[config.mk]
export PLATFORM = sky130hd
export DESIGN_NAME = uart_rx_sampler
export DESIGN_NICKNAME = d
export VERILOG_FILES = /design/src/rtl/uart_rx_sampler.sv
export SDC_FILE = /design/constraint.sdc
export NUM_CORES = 1
export LEC_CHECK = 0
export CAP_MARGIN = 30
export CELL_PAD_IN_SITES_DETAIL_PLACEMENT = 1
export CELL_PAD_IN_SITES_GLOBAL_PLACEMENT = 2
export CORE_MARGIN = 2
export CORE_UTILIZATION = 41
export CTS_BUF_LIST = sky130_fd_sc_hd__clkbuf_2
export DETAILED_ROUTE_END_ITERATION = 16
export PLACE_DENSITY = 0.92
export SYNTH_ARGS = -nofsm -noshare
export SYNTH_HDL_FRONTEND = slang
export SYNTH_SLANG_ARGS = --single-unit
export TNS_END_PERCENT = 100
[constraint.sdc]
create_clock -name clk -period 4.5 [get_ports clk]
set_input_delay 0.9 -clock clk [delete_from_list [all_inputs] [get_ports clk]]
set_output_delay 0.9 -clock clk [all_outputs]
set_load 0.01 [all_outputs]
[src/rtl/uart_rx_sampler.sv]
// ==== uart_rx_sampler : strobe-driven UART RX start detect, 3-sample vote, deframing | rev 1.0 ====
`default_nettype none

module uart_rx_sampler #(
  parameter int DATA_BITS  = 8,
  parameter int PARITY_EN  = 1,
  parameter int PARITY_ODD = 0
) (
  input  logic       clk,
  input  logic       rst,
  input  logic       AcqSig_i,
  input  logic [4:0] AcqPerBit_i,
  input  logic       Rx_i,
  output logic [7:0] RxByte_o,
  output logic       RxValid_o,
  output logic       ParityErr_o,
  output logic       FrameErr_o,
  output logic       Busy_o
);

  typedef enum logic [2:0] {
    S_IDLE   = 3'd0,
    S_START  = 3'd1,
    S_DATA   = 3'd2,
    S_PARITY = 3'd3,
    S_STOP   = 3'd4
  } state_t;

  localparam logic [3:0] c_last_bit = 4'(DATA_BITS - 1);
  localparam logic       c_par_en   = (PARITY_EN != 0);
  localparam logic       c_par_odd  = (PARITY_ODD != 0);

  state_t     state_q;
  logic       rx_meta_q, rx_sync_q;
  logic [4:0] n_q, s_q;
  logic [3:0] bcnt_q;
  logic [1:0] smp_q;
  logic [7:0] shift_q, shift_d;
  logic       par_q, perr_q, armed_q;

  logic [4:0] n_clamp, m_val, m_lo, m_hi, n_last;
  logic       vote, at_vote, at_last;

  always_comb begin
    n_clamp = (AcqPerBit_i < 5'd4) ? 5'd4 : AcqPerBit_i;
    m_val   = n_q >> 1;
    m_lo    = m_val - 5'd1;
    m_hi    = m_val + 5'd1;
    n_last  = n_q - 5'd1;
    // third sample is the live synced line at s = M+1
    vote    = (smp_q[0] & smp_q[1]) | (smp_q[0] & rx_sync_q) | (smp_q[1] & rx_sync_q);
    at_vote = (s_q == m_hi);
    at_last = (s_q == n_last);
    shift_d = (shift_q >> 1) | ({7'd0, vote} << (DATA_BITS - 1));
  end

  assign Busy_o = (state_q != S_IDLE);

  always_ff @(posedge clk or posedge rst) begin
    if (rst) begin
      rx_meta_q <= 1'b1;
      rx_sync_q <= 1'b1;
    end else begin
      rx_meta_q <= Rx_i;
      rx_sync_q <= rx_meta_q;
    end
  end

  always_ff @(posedge clk or posedge rst) begin
    if (rst) begin
      state_q     <= S_IDLE;
      n_q         <= 5'd0;
      s_q         <= 5'd0;
      bcnt_q      <= 4'd0;
      smp_q       <= 2'b00;
      shift_q     <= 8'd0;
      par_q       <= 1'b0;
      perr_q      <= 1'b0;
      armed_q     <= 1'b1;
      RxByte_o    <= 8'd0;
      RxValid_o   <= 1'b0;
      ParityErr_o <= 1'b0;
      FrameErr_o  <= 1'b0;
    end else begin
      RxValid_o <= 1'b0;
      if (AcqSig_i) begin
        if (s_q == m_lo) smp_q[0] <= rx_sync_q;
        if (s_q == m_val) smp_q[1] <= rx_sync_q;
        case (state_q)
          S_IDLE: begin
            // after a low stop (break) the line must go high before re-arming
            if (!armed_q) begin
              armed_q <= rx_sync_q;
            end else if (!rx_sync_q) begin
              state_q <= S_START;
              s_q     <= 5'd1;
              n_q     <= n_clamp;
              bcnt_q  <= 4'd0;
              shift_q <= 8'd0;
              par_q   <= 1'b0;
              perr_q  <= 1'b0;
            end
          end
          S_START: begin
            if (at_vote && vote) begin
              state_q <= S_IDLE;
              s_q     <= 5'd0;
            end else if (at_last) begin
              state_q <= S_DATA;
              s_q     <= 5'd0;
            end else begin
              s_q <= s_q + 5'd1;
            end
          end
          S_DATA: begin
            if (at_vote) begin
              shift_q <= shift_d;
              par_q   <= par_q ^ vote;
            end
            if (at_last) begin
              s_q    <= 5'd0;
              bcnt_q <= bcnt_q + 4'd1;
              if (bcnt_q == c_last_bit) state_q <= c_par_en ? S_PARITY : S_STOP;
            end else begin
              s_q <= s_q + 5'd1;
            end
          end
          S_PARITY: begin
            if (at_vote) perr_q <= vote ^ par_q ^ c_par_odd;
            if (at_last) begin
              state_q <= S_STOP;
              s_q     <= 5'd0;
            end else begin
              s_q <= s_q + 5'd1;
            end
          end
          S_STOP: begin
            if (at_vote) begin
              state_q     <= S_IDLE;
              s_q         <= 5'd0;
              armed_q     <= vote;
              RxValid_o   <= 1'b1;
              RxByte_o    <= shift_q;
              ParityErr_o <= perr_q;
              FrameErr_o  <= ~vote;
            end else begin
              s_q <= s_q + 5'd1;
            end
          end
          default: begin
            state_q <= S_IDLE;
            s_q     <= 5'd0;
          end
        endcase
      end
    end
  end

endmodule

`default_nettype wire

==> out/qor.csv, run 1 <==
stage;metric;value;unit
run_status;status;finished clean;
floorplanning;rows;27;
timing;fin_worst_skew;18.4;ps
clocking;clock_latency;430;ps
timing;max_freq;355;MHz
worst_setup_path;worstSetupPathType;register to output port;
place;hpwl;3.90;mm
power;switchingPower;494;uW
clocking;cts.clk_slew.worst_paths;220;ps
yosys;synthFlopType;dfrtp_1;
timing;tightestPinTransition;531;ps
power;vdd_ir_drop_max;0.161;mV
yosys;synth.top_cell.area_share;0.428;
layout;drive_gt1_frac;0.119;
timing;fin_crit_sh;0.626;
detailed_routing;wire_per_inst;15.9;um
power;power.density;449;nW/um^2
yosys;ys_async_sr_fraction;1.00;
floorplanning;die_w;79.5;um
detailed_routing;antenna_left;0;
yosys;avgSynthCellArea;9.61;sq um
clocking;cts_resized;0;
yosys;yosysUniqueCellTypes;47;
power;finalPower;1.18;mW
detailed_routing;first_iter_violations;99;
timing;hold_viol_final;0;
detailed_routing;routed_wl;5.26;mm
hold_path;hp-class;register to register;
detailed_routing;vias_per_cell;5.44;
clocking;root_buffer;clkbuf_2;
global_route;grt_pass1_wl;8.95;mm
place;place.gp.congestion;0.819;
clocking;clock-sinks;43;
global_route;grt_overflow;0;
yosys;synth_edf_count;0;
layout;antenna_cells;0;
layout;design_area;2630;sq um
power;power_frac_clock;0.148;
worst_setup_path;required;3600;ps
worst_setup_path;cp-start-kind;register;
detailed_routing;dr_total_vias;1807;
worst_setup_path;path_max_fanout;11;
layout;area_delta_synth_final;12.7;%
timing;slew_viol_final;0;
power;power.share.sequential;0.489;
timing;period_needed;2820;ps
yosys;syn-num-nets;258;
clocking;postCtsSetupBuffers;0;
clocking;cts_max_level;2;
power;p_sw_frac;0.418;
yosys;synth_seq_cells;43;
power;power_frac_comb;0.363;
global_route;antenna_found_initial;0;
clocking;cts_buffers;5;
yosys;synth-seq-area-share;0.462;
worst_setup_path;cp_data_arrival_time;1920;ps
timing;setup_viol;0;
place;io_buffers;20;
yosys;yosysTopAreaCell;dfrtp_1;
global_route;grt.total_usage;0.181;
global_route;grt_max_degree;44;
run;maxCapViolCount;0;
power;leakagePower;1.10;nW
yosys;syn_inst;243;
floorplanning;initial_core_util;0.424;
floorplanning;core;5510;sq um
layout;nets;274;
power;p_int;688;uW
timing;slew_headroom;0.645;
detailed_routing;drc;0;
timing;rsz0062_at_grt;no;
yosys;syn-cell-area;2340;sq um
clocking;cts_tree;done;
detailed_routing;dr.pass1.iters;4;
yosys;synth.area.top_cells;dfrtp_1 (43%), mux2_2 (6.7%), o21ai_0 (4.9%), nand2_1 (4.7%), xnor2_1 (4.5%);
place;placed_area;2580;sq um
clocking;clk_path_buf_depth;2;
yosys;ys_warn_count;0;
timing;timing.setup.tns;0;ps
global_route;grt_pass1_vias;1831;
floorplanning;die_h;79.5;um
floorplanning;ios;21;
clocking;hold_buffers;0;
worst_setup_path;cp-end-kind;output port;
floorplanning;dieArea;6320;sq um
[critical path: stages (launching register included)]
cell	delay, ps
dfrtp_1	550
inv_1	240
nand2_1	150
clkdlybuf4s50_1	550
[flip-flops by register name (all words and copies together) (netlist names)]
register     count
RxByte_o         8
shift_q          8
n_q              5
s_q              5
bcnt_q           4
state_q          3
smp_q            2
FrameErr_o       1
ParityErr_o      1
RxValid_o        1
armed_q          1
par_q            1
perr_q           1
rx_meta_q        1
rx_sync_q        1
[per-layer routing]
layer	routed length [um]	GRT usage	up-vias
li1	-	-	885
met2	2640	0.300	14
met3	84	0.0339	5
met5	0	0	-
met1	2490	0.242	903
met4	55	0.0534	0
[layout make-up]
type | instances | area, sq um
Clock buffer | 5 | 25.0
Clock inverter | 3 | 20.0
Fill cell | 636 | 2870
Inverter | 8 | 30.0
Multi-Input combinational cell | 177 | 1160
Sequential cell | 43 | 1080
Tap cell | 72 | 90.1
Timing Repair Buffer | 24 | 225
[worst paths after layout]
kind	from	endpoint	slack, ps	depth (start not counted)
max	state_q[1]$_DFFE_PP0P_	Busy_o	1680	3
min reg2reg	rx_meta_q$_DFF_PP1_	rx_sync_q$_DFF_PP1_	380	0
min	rx_meta_q$_DFF_PP1_	rx_sync_q$_DFF_PP1_	380	0
min in group asynchronous	rst	s_q[0]$_DFFE_PP0P_	870	3
max reg2reg	n_q[2]$_DFFE_PP0P_	RxByte_o[3]$_DFFE_PP0P_	1730	7
max in group asynchronous	rst	rx_sync_q$_DFF_PP1_	3240	3
[synth_stat cells (all sizes together) (3+ instances only)]
cell     n
ha       6
xnor2   12
nor3     6
buf      5
nand2   29
a21oi   10
clkbuf  10
o31ai    6
inv      8
nand2b   3
nand3b   3
xor2     5
nand3    5
dfrtp   40
mux2    14
o21ai   23
dfstp    3
nor2b    4
nor2    16
[per-stage QoR]
| step | setup slack (ps) | std cells | util | hold slack (ps) |
|---|---|---|---|---|
| floorplan | 2200 | 243 | - | 345 |
| global placement | 1670 | 321 | 0.467 | 347 |
| detailed placement | 1650 | 323 | 0.469 | 352 |
| CTS | 1610 | 331 | 0.477 | 378 |
| global route | 1480 | 332 | 0.478 | 385 |
| finish | 1680 | 332 | 0.478 | 377 |
[kinds of logic after synthesis]
logic type	share of synthesized area
compound gates	0.158
mux	0.0675
buf+inv	0.0396
xor+xnor	0.0637
fa+ha+maj	0.0364
flops	0.462
simple gates	0.172
[cells in the final DEF, fill, tap and decap left out, drive strengths merged, types with 3 or more instances in the layout]
| cell | n |
|---|---|
| a21oi | 10 |
| buf | 4 |
| clkbuf | 5 |
| clkdlybuf4s50 | 20 |
| clkinv | 3 |
| dfrtp | 40 |
| dfstp | 3 |
| ha | 6 |
| inv | 7 |
| mux2 | 14 |
| nand2 | 29 |
| nand2b | 3 |
| nand3 | 5 |
| nand3b | 3 |
| nor2 | 16 |
| nor2b | 4 |
| nor3 | 6 |
| o21ai | 23 |
| o31ai | 6 |
| xnor2 | 12 |
| xor2 | 5 |
[power groups by stage]
stage,Sequential (mW),Clock [mW],Combinational [mW]
2_1_floorplan,0.506,0,0.397
3_3_place_gp,0.584,0,0.413
3_5_place_dp,0.588,0,0.430
4_1_cts,0.580,0.182,0.433
5_1_grt,0.598,0.196,0.488
6_report,0.578,0.175,0.429
(Power assumes the default switching activity.)
==> run 2: changes to the inputs <==
- CORE_UTILIZATION: 41 -> 34
- PLACE_DENSITY: 0.92 -> 0.82
- clock period: 4.5 -> 2.3 ns (I/O delays scaled with it)
==> out/qor.csv, run 2 (same netlist as run 1, synthesis figures left out) <==
stage;metric;value;unit;change
timing;fin_worst_skew;32.9;ps;+14.4 ps
detailed_routing;routed_wl;5.91;mm;+12%
worst_setup_path;cp_data_arrival_time;2650;ps;+730 ps
layout;layout_commonest_cell;dfrtp_1;;
place;io_buffers;20;;unchanged
floorplanning;die_w;86.9;um;+9.3%
floorplanning;ios;21;;unchanged
clocking;clk_path_buf_depth;2;;unchanged
clocking;root_buffer;clkbuf_2;;
run;maxCapViolCount;0;;unchanged
timing;setup_viol;0;;unchanged
worst_setup_path;required;2660;ps;-940 ps
layout;layout.cells.non_filler;369;;+11%
layout;reg_top3;RxByte_o (8), shift_q (8);;
timing;slew_headroom;0.691;;+0.0464
place;hpwl;4.16;mm;+6.7%
detailed_routing;antenna_left;0;;unchanged
layout;area_delta_synth_final;32.8;%;
power;vdd_ir_drop_max;0.267;mV;+66%
global_route;grt_pass1_wl;9.74;mm;+8.8%
global_route;grt_overflow;0;;unchanged
detailed_routing;dr.pass1.iters;4;;unchanged
hold_path;hp-class;primary input to asynchronous set/reset pin;;
detailed_routing;dr_total_vias;1953;;+8.1%
timing;slew_viol_final;0;;unchanged
global_route;antenna_found_initial;0;;unchanged
worst_setup_path;cp-start-kind;register;;
timing;max_freq;436;MHz;
clocking;clock-sinks;43;;unchanged
floorplanning;initial_core_util;0.348;;-0.0765
global_route;grt.total_usage;0.164;;-0.0176
floorplanning;rows;30;;+11%
timing;hold_viol_final;0;;unchanged
power;finalPower;2.92;mW;+150%
clocking;cts_buffers;5;;unchanged
layout;antenna_cells;0;;unchanged
floorplanning;core;6720;sq um;+22%
global_route;grt_pass1_vias;2001;;+9.3%
layout;n_fill_cell;766;;+20%
layout;layout_common_cells;dfrtp_1 (37), nand2_1 (29), buf_4 (29), clkdlybuf4s50_1 (20), o21ai_0 (19);;
floorplanning;dieArea;7550;sq um;+20%
layout;multiInputGateArea;1340;sq um;+15%
worst_setup_path;cp-end-kind;register;;
clocking;cts.clk_slew.worst_paths;260;ps;+40 ps
worst_setup_path;r2r_setup_slack;4;ps;-1730 ps
timing;tightestPinTransition;461;ps;-70.1 ps
worst_setup_path;worstSetupPathType;register to register;;
timing;timing.setup.tns;0;ps;unchanged
timing;hold_slack;335;ps;-41.9 ps
clocking;clock_latency;440;ps;about the same
global_route;grt_max_degree;23;;-48%
detailed_routing;drc;0;;unchanged
layout;drive_gt1_frac;0.315;;+0.196
clocking;cts_max_level;2;;unchanged
clocking;cts_tree;done;;
worst_setup_path;path_max_fanout;4;;-7
layout;final_core_utilization;0.462;;-0.0165
detailed_routing;first_iter_violations;21;;-79%
timing;rsz0062_at_grt;yes;;
run_status;status;finished clean;;
place;dp_cells;355;;+9.9%
detailed_routing;wire_per_inst;16.0;um;+0.97%
timing;fin_crit_sh;0.998;;
detailed_routing;vias_per_cell;5.29;;-2.8%
timing;period_needed;2300;ps;
layout;nets;303;;+11%
power;power.density;940;nW/um^2;+110%
power;leakagePower;1.31;nW;+19%
place;place.gp.congestion;0.817;;-0.20%
floorplanning;die_h;86.9;um;+9.3%
layout;ff_latch_area;1080;sq um;+0.35%
-- run 2: cell count changes in the layout (fill, tap and decap cells not counted), sizes merged --
cell      before  now
buf            4   33
inv            7    8
bufinv         0    1
clkinvlp       1    0
clkinv         3    2
-- run 2: path summary, 6_finish.rpt --
path | from | endpoint | cells past startpoint
max | n_q[1]$_DFFE_PP0P_ | state_q[0]$_DFFE_PP0P_ | 8
min | rst | RxByte_o[2]$_DFFE_PP0P_ | 3
max reg2reg | n_q[1]$_DFFE_PP0P_ | state_q[0]$_DFFE_PP0P_ | 8
min reg2reg | rx_meta_q$_DFF_PP1_ | rx_sync_q$_DFF_PP1_ | 0
max in group asynchronous | rst | rx_meta_q$_DFF_PP1_ | 3
min in group clk | rx_meta_q$_DFF_PP1_ | rx_sync_q$_DFF_PP1_ | 0
-- run 2: stage by stage --
stage,worst slack [ps],instance area (sq um)
after floorplan,4.63,2340
after global placement,16.9,2790
after detailed placement,-65.6,2790
after CTS,-41.2,2890
after global routing,-114,3100
final,4.30,3100
-- run 2: timing repair --
item | in CTS | in global routing
endpoints found under the hold margin | 0 | 0
buffers inserted | 2 | 3
cloned | 0 | 1
pin swaps | 2 | 7
hold buffers | 0 | 0
gates resized for setup | 5 | 43
endpoints found under the setup margin | 13 | 32
-- run 2: area by class of cell --
class                      instances  share of cell area
timing repair buffer              53               0.152
clock buffer                       5             0.00806
multi-input combinational        177               0.433
tap                               80              0.0323
clock inverter                     3              0.0153
sequential                        43               0.349
inverter                           8              0.0105
-- run 2: worst max-delay path: stages (launching register included) --
cell	delay, ps
dfrtp_2	520
inv_4	100
ha_2	190
a21boi_4	190
xnor2_2	100
a311o_1	380
o31a_1	250
or4_4	410
o221ai_2	80
-- run 2: power breakdown --
| part | leakage, nW | internal, mW | switching [mW] |
|---|---|---|---|
| sequential | 0.556 | 0.897 | 0.220 |
| combinational | 0.710 | 0.672 | 0.662 |
| clock | 0.0436 | 0.190 | 0.277 |
-- run 2: per-layer routing --
metal  GRT usage  wire, um  up-vias
met5           0         0        -
met4      0.0440        62        0
met3      0.0313       111        7
met2       0.278      2990       16
met1       0.214      2740      988
li1            -         -      942
